==> src/rtl/seq_mon_pkg.sv <==
// seq_mon_pkg: shared event ids, de window bounds and the default event record.
package seq_mon_pkg;
    typedef enum logic [1:0] {
        EVT_ABC  = 2'b01,
        EVT_DE   = 2'b10,
        EVT_BOTH = 2'b11
    } evt_id_t;
    localparam int DE_MIN = 2;
    localparam int DE_MAX = 5;
    localparam int EVT_TS_W = 16;
    typedef struct packed {
        evt_id_t             id;
        logic [EVT_TS_W-1:0] ts;
    } evt_t;
endpackage

==> src/rtl/seq_mon_fifo.sv <==
// seq_mon_fifo: wrap-bit pointer FIFO; a push on full succeeds only if a pop frees a slot that edge.
module seq_mon_fifo
    import seq_mon_pkg::*;
#(
    parameter int  DEPTH = 4,
    parameter type T     = evt_t
) (
    input  logic clk,
    input  logic rst_n,
    input  logic push,
    input  logic pop,
    input  T     din,
    output T     dout,
    output logic full,
    output logic empty,
    output logic drop
);
    localparam int AW = $clog2(DEPTH);
    T mem [DEPTH];
    logic [AW:0] wr, rd;
    logic do_push, do_pop;
    assign empty   = wr == rd;
    assign full    = (wr[AW] != rd[AW]) && (wr[AW-1:0] == rd[AW-1:0]);
    assign do_pop  = pop && !empty;
    assign do_push = push && (!full || do_pop);
    assign drop    = push && !do_push;
    assign dout    = empty ? T'('0) : mem[rd[AW-1:0]];
    always_ff @(posedge clk or negedge rst_n) begin
        if (!rst_n) begin
            wr <= '0;
            rd <= '0;
        end else begin
            if (do_push) wr <= wr + 1'b1;
            if (do_pop) rd <= rd + 1'b1;
        end
    end
    always_ff @(posedge clk) begin
        if (do_push) mem[wr[AW-1:0]] <= din;
    end
endmodule

==> src/rtl/seq_event_monitor.sv <==
// seq_event_monitor: detects a ##1 b ##1 c and d ##[2:5] e, counts matches
// and queues timestamped event records behind a valid/ready handshake.
module seq_event_monitor
    import seq_mon_pkg::*;
#(
    parameter int TS_W       = 16,
    parameter int CNT_W      = 8,
    parameter int FIFO_DEPTH = 4
) (
    input  logic             clk,
    input  logic             rst_n,
    input  logic             en,
    input  logic             a,
    input  logic             b,
    input  logic             c,
    input  logic             d,
    input  logic             e,
    input  logic             clr_cnt,
    output logic             abc_hit,
    output logic             de_hit,
    output logic [CNT_W-1:0] abc_cnt,
    output logic [CNT_W-1:0] de_cnt,
    output logic             evt_valid,
    input  logic             evt_ready,
    output logic [1:0]       evt_id,
    output logic [TS_W-1:0]  evt_ts,
    output logic             overflow
);
    typedef struct packed {
        evt_id_t         id;
        logic [TS_W-1:0] ts;
    } rec_t;
    logic              a_d, ab_d;
    logic [DE_MAX-1:0] d_sh;
    logic [TS_W-1:0]   ts;
    logic              abc_m, de_m, full, empty, drop;
    rec_t              head, rec;
    // d_sh[i] holds d from i+1 edges ago, so the window k-2..k-5 is bits 1..4
    assign abc_m = ab_d & c & en;
    assign de_m  = e & en & |d_sh[DE_MAX-1:DE_MIN-1];
    assign rec   = '{id: evt_id_t'({de_m, abc_m}), ts: ts};
    always_ff @(posedge clk or negedge rst_n) begin
        if (!rst_n) begin
            a_d      <= 1'b0;
            ab_d     <= 1'b0;
            d_sh     <= '0;
            ts       <= '0;
            abc_hit  <= 1'b0;
            de_hit   <= 1'b0;
            abc_cnt  <= '0;
            de_cnt   <= '0;
            overflow <= 1'b0;
        end else begin
            a_d      <= a & en;
            ab_d     <= a_d & b & en;
            d_sh     <= {d_sh[DE_MAX-2:0], d & en};
            ts       <= ts + 1'b1;
            abc_hit  <= abc_m;
            de_hit   <= de_m;
            abc_cnt  <= clr_cnt ? '0 : (abc_m && abc_cnt != '1) ? abc_cnt + 1'b1 : abc_cnt;
            de_cnt   <= clr_cnt ? '0 : (de_m && de_cnt != '1) ? de_cnt + 1'b1 : de_cnt;
            overflow <= overflow | drop;
        end
    end
    seq_mon_fifo #(.DEPTH(FIFO_DEPTH), .T(rec_t)) u_fifo (
        .clk  (clk),
        .rst_n(rst_n),
        .push (abc_m | de_m),
        .pop  (evt_ready),
        .din  (rec),
        .dout (head),
        .full (full),
        .empty(empty),
        .drop (drop)
    );
    assign evt_valid = !empty;
    assign evt_id    = head.id;
    assign evt_ts    = head.ts;
endmodule

==> config.mk <==
export PLATFORM = sky130hd
export DESIGN_NAME = seq_event_monitor
export DESIGN_NICKNAME = d
export VERILOG_FILES = /design/src/rtl/seq_mon_pkg.sv /design/src/rtl/seq_mon_fifo.sv /design/src/rtl/seq_event_monitor.sv
export SDC_FILE = /design/constraint.sdc
export NUM_CORES = 1
export LEC_CHECK = 0
export ABC_CLOCK_PERIOD_IN_PS = 2100
export CORE_ASPECT_RATIO = 0.8
export CORE_MARGIN = 2
export CORE_UTILIZATION = 51
export DETAILED_ROUTE_END_ITERATION = 6
export PLACE_DENSITY = 0.85
export SYNTH_ARGS = -nofsm -noshare
export SYNTH_HDL_FRONTEND = slang
export SYNTH_HIERARCHICAL = 1
export SYNTH_SLANG_ARGS = --single-unit
==> constraint.sdc <==
create_clock -name clk -period 2.1 [get_ports clk]
set_input_delay 0.525 -clock clk [delete_from_list [all_inputs] [get_ports clk]]
set_output_delay 0.525 -clock clk [all_outputs]
set_load 0.005 [all_outputs]
# Yosys cells after proc, flatten, opt, wreduce, memory -nomap -nowiden
# Memories as Yosys holds them, arrays and structs flattened.
# Cells that the tools add are included.
# W data, S select, Z words.
dict set report word_totals {
  mem_count 1
  ff_bits 48
  out_inout_bits 38
  mem_bits_rw 72
  inputBits 10
}
dict set report op_classes {
  eq_ne 5
  n_addsub 5
  reduce_logical 13
  bitwise 10
  muxes 7
}
# name words width rd rd_ports_with_merged_regs write_ports line
set memory_table {}
lappend memory_table {u_fifo.mem 4 18 1 0 1 seq_mon_fifo.sv:19} ;# T mem [DEPTH];
# cell n
set op_table {}
lappend op_table {{$mux W8} 4}
lappend op_table {{$mux W18} 1}
lappend op_table {{$add A16 B1 Y16 const B} 1}
lappend op_table {{$add A8 B1 Y8 const B} 2}
lappend op_table {{$ne A8 B8 Y1 const B} 2}
lappend op_table {{$and A1 B1 Y1} 8}
lappend op_table {{$add A3 B1 Y3 const B} 2}
lappend op_table {{$logic_and A1 B1 Y1} 6}
lappend op_table {{$reduce_bool A2 Y1} 2}
lappend op_table {{$reduce_or A4 Y1} 1}
lappend op_table {{$eq A3 B3 Y1} 1}
lappend op_table {{$logic_not A1 Y1} 3}
lappend op_table {{$eq A2 B2 Y1} 1}
lappend op_table {{$mux W1} 2}
lappend op_table {{$or A1 B1 Y1} 2}
lappend op_table {{$logic_or A1 B1 Y1} 1}
lappend op_table {{$ne A1 B1 Y1} 1}

# Logic depth before layout (Yosys ltp)
dict set report logic_depth {
  depth_word 8
  depth_mapped 6
  ltp_nobuf 5
}

# Cells and area by module
# Netlist, hierarchy kept.
# mod area_each_um2 cells_per_inst n_inst seq_area_each_um2
set by_module_without_submodules {}
lappend by_module_without_submodules {seq_mon_fifo 3138.0 152 1 2312.2}
lappend by_module_without_submodules {seq_event_monitor 1814.2 159 1 1051.0}

# Worst setup path after synthesis
# Ideal clock, no wire load.
dict set report synth_path {
  path_type {register to output}
  startpoint {register u_fifo.rd[0]}
  endpoint {output evt_id[0]}
  path_stages_with_launch 5
  required_ns 1.575
  path_buffers 2
  arrival_ns 1.541
  path_slack_ns 0.034
  path_cell_list {dfrtp_1 -> buf_2 -> buf_4 -> mux4_2 -> nor2b_1}
}
dict set report synth_via {
  elab_chain_cells 2
  elab_cells_between_ends 3
  cone_classes {eq/ne (1); mux (1); memory (1)}
}
# element line
set synth_rtl {}
lappend synth_rtl {{start: declaration} seq_mon_fifo.sv:20} ;# logic [AW:0] wr, rd;
lappend synth_rtl {{start signal: assignment} seq_mon_fifo.sv:34} ;# if (do_pop) rd <= rd + 1'b1;
lappend synth_rtl {{$mem_v2 Z4 W18 / $eq A3 B3 Y1 (equally long branches)} n/a}
lappend synth_rtl {{$mux W18 *} seq_mon_fifo.sv:27} ;# assign dout = empty ? T'('0) : mem[rd[AW-1:0]];
lappend synth_rtl {{end: declaration} seq_event_monitor.sv:25} ;# output logic [1:0] evt_id,
# Mark *: on every way between the ends. The rest lies on a longest branch, timed or not.

# Worst setup path in the final report
dict set report layout_path {
  startpoint {register u_fifo.rd[0]}
  endpoint {output evt_ts[0]}
}
dict set report layout_via {
  elab_chain_cells 2
  elab_cells_between_ends 3
  cone_classes {eq/ne (1); mux (1); memory (1)}
}
# element line
set layout_rtl {}
lappend layout_rtl {{$eq A3 B3 Y1} seq_mon_fifo.sv:22} ;# assign empty = wr == rd;
lappend layout_rtl {{named net empty} seq_event_monitor.sv:36} ;# logic abc_m, de_m, full, empty, drop;
lappend layout_rtl {{$mux W18} seq_mon_fifo.sv:27}
lappend layout_rtl {{end: declaration} seq_event_monitor.sv:26} ;# output logic [TS_W-1:0] evt_ts,
# The timed path passes the listed nets, and every way through them passes these cells.

==> reports/summary.md <==
- flip-flop — startpoint type of the worst setup path
- 430 ps — CP peak stage delay
- 4950 µm² — cell area after technology mapping
- 497 — Placed Instances
- 1840 ps — data arrival at the endpoint of the critical path
- 90 ps — R2R Setup Slk
- 60 ps — Worst-path clk slew
- 2.64 nW — Leak Pwr
- 0 — max capacitance violation total
- sky130_fd_sc_hd__buf_12 — most frequent cell on the critical path
- true — setup repair after global routing missed its margin
- 92.1 µm — die span in y
- 10,600 µm — wirelength, routed
- 7.55 ps — worst clock skew on the final layout
- 5 — number of buffers and inverters on the critical path
- 1300 nW/µm² — power density over the cells
- 433 — nets@finish
- u_fifo/rd[0] — worst r2r src
- primary output — critical path capture point type
- 310 — Post-Synthesis Cells
- 65.4% — slew margin rel.
- -267 ps — worst-case setup margin in the final layout
- 113% — Final Cycle Share
- 27.5% — switching share of power
- 5.65 — Avg Vias per Cell
- 0 — total congestion overflow after global routing
- sky130_fd_sc_hd__clkbuf_16 — cell at the root of the clock tree
- 5 — number of detailed-routing iterations run before antenna repair
- 33.8% — area growth from synthesis to layout
- 0 — antenna violations before repair
- 4 — number of H-tree branching levels
- 48 — IO Count
- 0.818 mV — largest vdd supply drop
- 3,092 — Vias
- 22.8% — global-route usage over all layers
- 2370 ps — time the worst path needs with I/O delays and setup
- 6.23 mW — cell internal pwr
- in -> async — worst hold-check path type
- 207 — initial detailed-routing violation count
- 547 — fin cells
- 17,300 µm — global-route wire length before repair
- 5820 µm² — total cell area at the placement stage
- 7 — peak fanout along the critical path
- u_fifo/mem[2][6] — Reg-to-Reg End
- 9530 µm² — Core Footprint
- 32 — cell row count
- 8.59 mW — total chip power
- 0 — number of pins exceeding their max-slew limit in the final report
- buf_6, xor2_4, nor3_4, buf_12, buf_12, buf_8, nor2b_1, buf_2 — worst path cell trace
- complete, but fails checks — result of the run
- 1570 ps — required time of the worst setup path
- 2.36 mW — Switching Power
- 17 — number of buffers created by CTS
- 32.7% — sequential cell fraction of total power
- 51.9% — Initial Util
- 114 µm — Horiz. Die Dim
- negative setup slack — violated checks
- 420 ps — latest clock arrival within the worst-skew pair
- 512 ps — actual transition at the worst max-transition pin
- 0.832 — RePlAce Congestion
- 19 — final setup violation count
- reg -> out — classification of the worst setup path
- yes — clock tree from TritonCTS
- 0.423 GHz — maximum clock rate
- 33.0% — part of the total power dissipated in combinational logic
- 0 — final number of hold-violating endpoints
- 0 — post-route DRC violation count
- 10,500 µm² — die outline area
- 120 — number of sinks driven by the clock tree
- 6620 µm² — Final Instance Area
- 32.2% — layout cells sized above 1
- 6 — Yosys Warn Count
- 49 — maximum number of pins on one net before global-route repair
- 3,241 — vias in the first global route
- 0 — final antenna-violating net count
- 6 — depth of the most critical reg-to-reg path
- 16.0 µm² — average cell area after synthesis
- 328 — Post-Synthesis Net Count
- 6050 µm — sum of net half-perimeters after detailed placement
- 34.3% — clock share of power
- buffers and inverters — family of cells with the greatest summed delay on the critical path
- 0 — number of antenna cells inserted
- 47 — PortBufs
- -4450 ps — setup TNS after final layout
- 2 — number of buffers on the longest clock path
- 19.5 µm — wire length per cell
- sky130_fd_sc_hd__dfrtp_2 — master of the slowest instance on the critical path
- 0 — hold-fix buffers at CTS
[cell usage in the layout, fill, tap and decap left out, types with 8 or more instances in the layout]
cell type	count
sky130_fd_sc_hd__dfrtp_1	46
sky130_fd_sc_hd__buf_6	10
sky130_fd_sc_hd__a21oi_1	9
sky130_fd_sc_hd__nor2_1	11
sky130_fd_sc_hd__nand2_1	8
sky130_fd_sc_hd__mux4_2	18
sky130_fd_sc_hd__nand3_1	15
sky130_fd_sc_hd__buf_4	24
sky130_fd_sc_hd__buf_2	20
sky130_fd_sc_hd__clkdlybuf4s50_1	27
sky130_fd_sc_hd__buf_12	12
sky130_fd_sc_hd__ha_1	8
sky130_fd_sc_hd__clkbuf_16	17
sky130_fd_sc_hd__xnor2_1	14
sky130_fd_sc_hd__nor2b_1	16
sky130_fd_sc_hd__edfxtp_1	72
sky130_fd_sc_hd__inv_1	8
[worst register-to-register path, stage by stage, from the launching register on]
cell and delay [ps]:
sky130_fd_sc_hd__dfrtp_2 430, sky130_fd_sc_hd__buf_6 150, sky130_fd_sc_hd__xor2_4 160, sky130_fd_sc_hd__buf_4 160
sky130_fd_sc_hd__or4_4 450, sky130_fd_sc_hd__and3_2 260, sky130_fd_sc_hd__buf_12 170
[per-stage QoR]
stage / util, % / setup slack, ps / hold slack, ps
after floorplan: - / 33.5 / 229
final: 69.4 / -267 / 88.8
after detailed placement: 61.1 / -133 / 337
after CTS: 69.8 / -330 / 93.1
after global routing: 69.4 / -352 / 102
after global placement: 61.1 / -97.1 / 333
[power groups by stage]
stage	logic (mW)	registers [mW]	clock network (mW)
floorplan	1.16	2.82	0
global placement	2.37	2.81	0
detailed placement	2.42	2.82	0
CTS	2.91	2.81	2.97
global route	3.08	2.82	3.09
finish	2.84	2.81	2.94
[flip-flops by register name, summed over array words and instances (netlist names)]
name        count
a_d             1
ab_d            1
abc_cnt         8
abc_hit         1
d_sh            5
de_cnt          8
de_hit          1
overflow        1
ts             16
u_fifo/mem     72
u_fifo/rd       3
u_fifo/wr       3
[worst max path at each step]
| stage | slack, ps | cells past startpoint | start | to |
|---|---|---|---|---|
| 2_1_floorplan | 30 | 4 | u_fifo/rd[0] | evt_id[0] |
| 3_3_place_gp | -100 | 4 | u_fifo/rd[0] | evt_ts[0] |
| 3_5_place_dp | -130 | 4 | u_fifo/rd[0] | evt_ts[10] |
| 4_1_cts | -330 | 6 | u_fifo/rd[0] | evt_ts[10] |
| 5_1_grt | -350 | 8 | u_fifo/rd[0] | evt_ts[7] |
| 6_report | -270 | 8 | u_fifo/rd[0] | evt_ts[0] |
[metal layers]
| metal | routed length [µm] | part of all wire, % | vias to the layer above | global-route usage, % |
|---|---|---|---|---|
| met5 | 0 | 0 | - | 0 |
| met4 | 91 | 0.86 | 0 | 7.11 |
| met3 | 765 | 7.2 | 11 | 8.26 |
| met2 | 5430 | 51 | 114 | 37.5 |
| met1 | 4350 | 41 | 1578 | 28.5 |
| li1 | - | - | 1389 | - |
[repair_timing]
item / CTS / global route
pin swaps: 1 / 1
gates resized for setup: 97 / 2
endpoints found under the setup margin: 19 / 19
buffers inserted: 18 / 1
cloned: 1 / 0
[layout make-up]
cell class              count  area (µm²)
clock inverters            14         171
well taps                 119         149
clock buffers              18         429
flip-flops and latches    120        3370
multi-input cells         173        1550
repair buffers             94         918
inverters                   9        33.8
fillers                   632        2910
(Power assumes the default switching activity.)
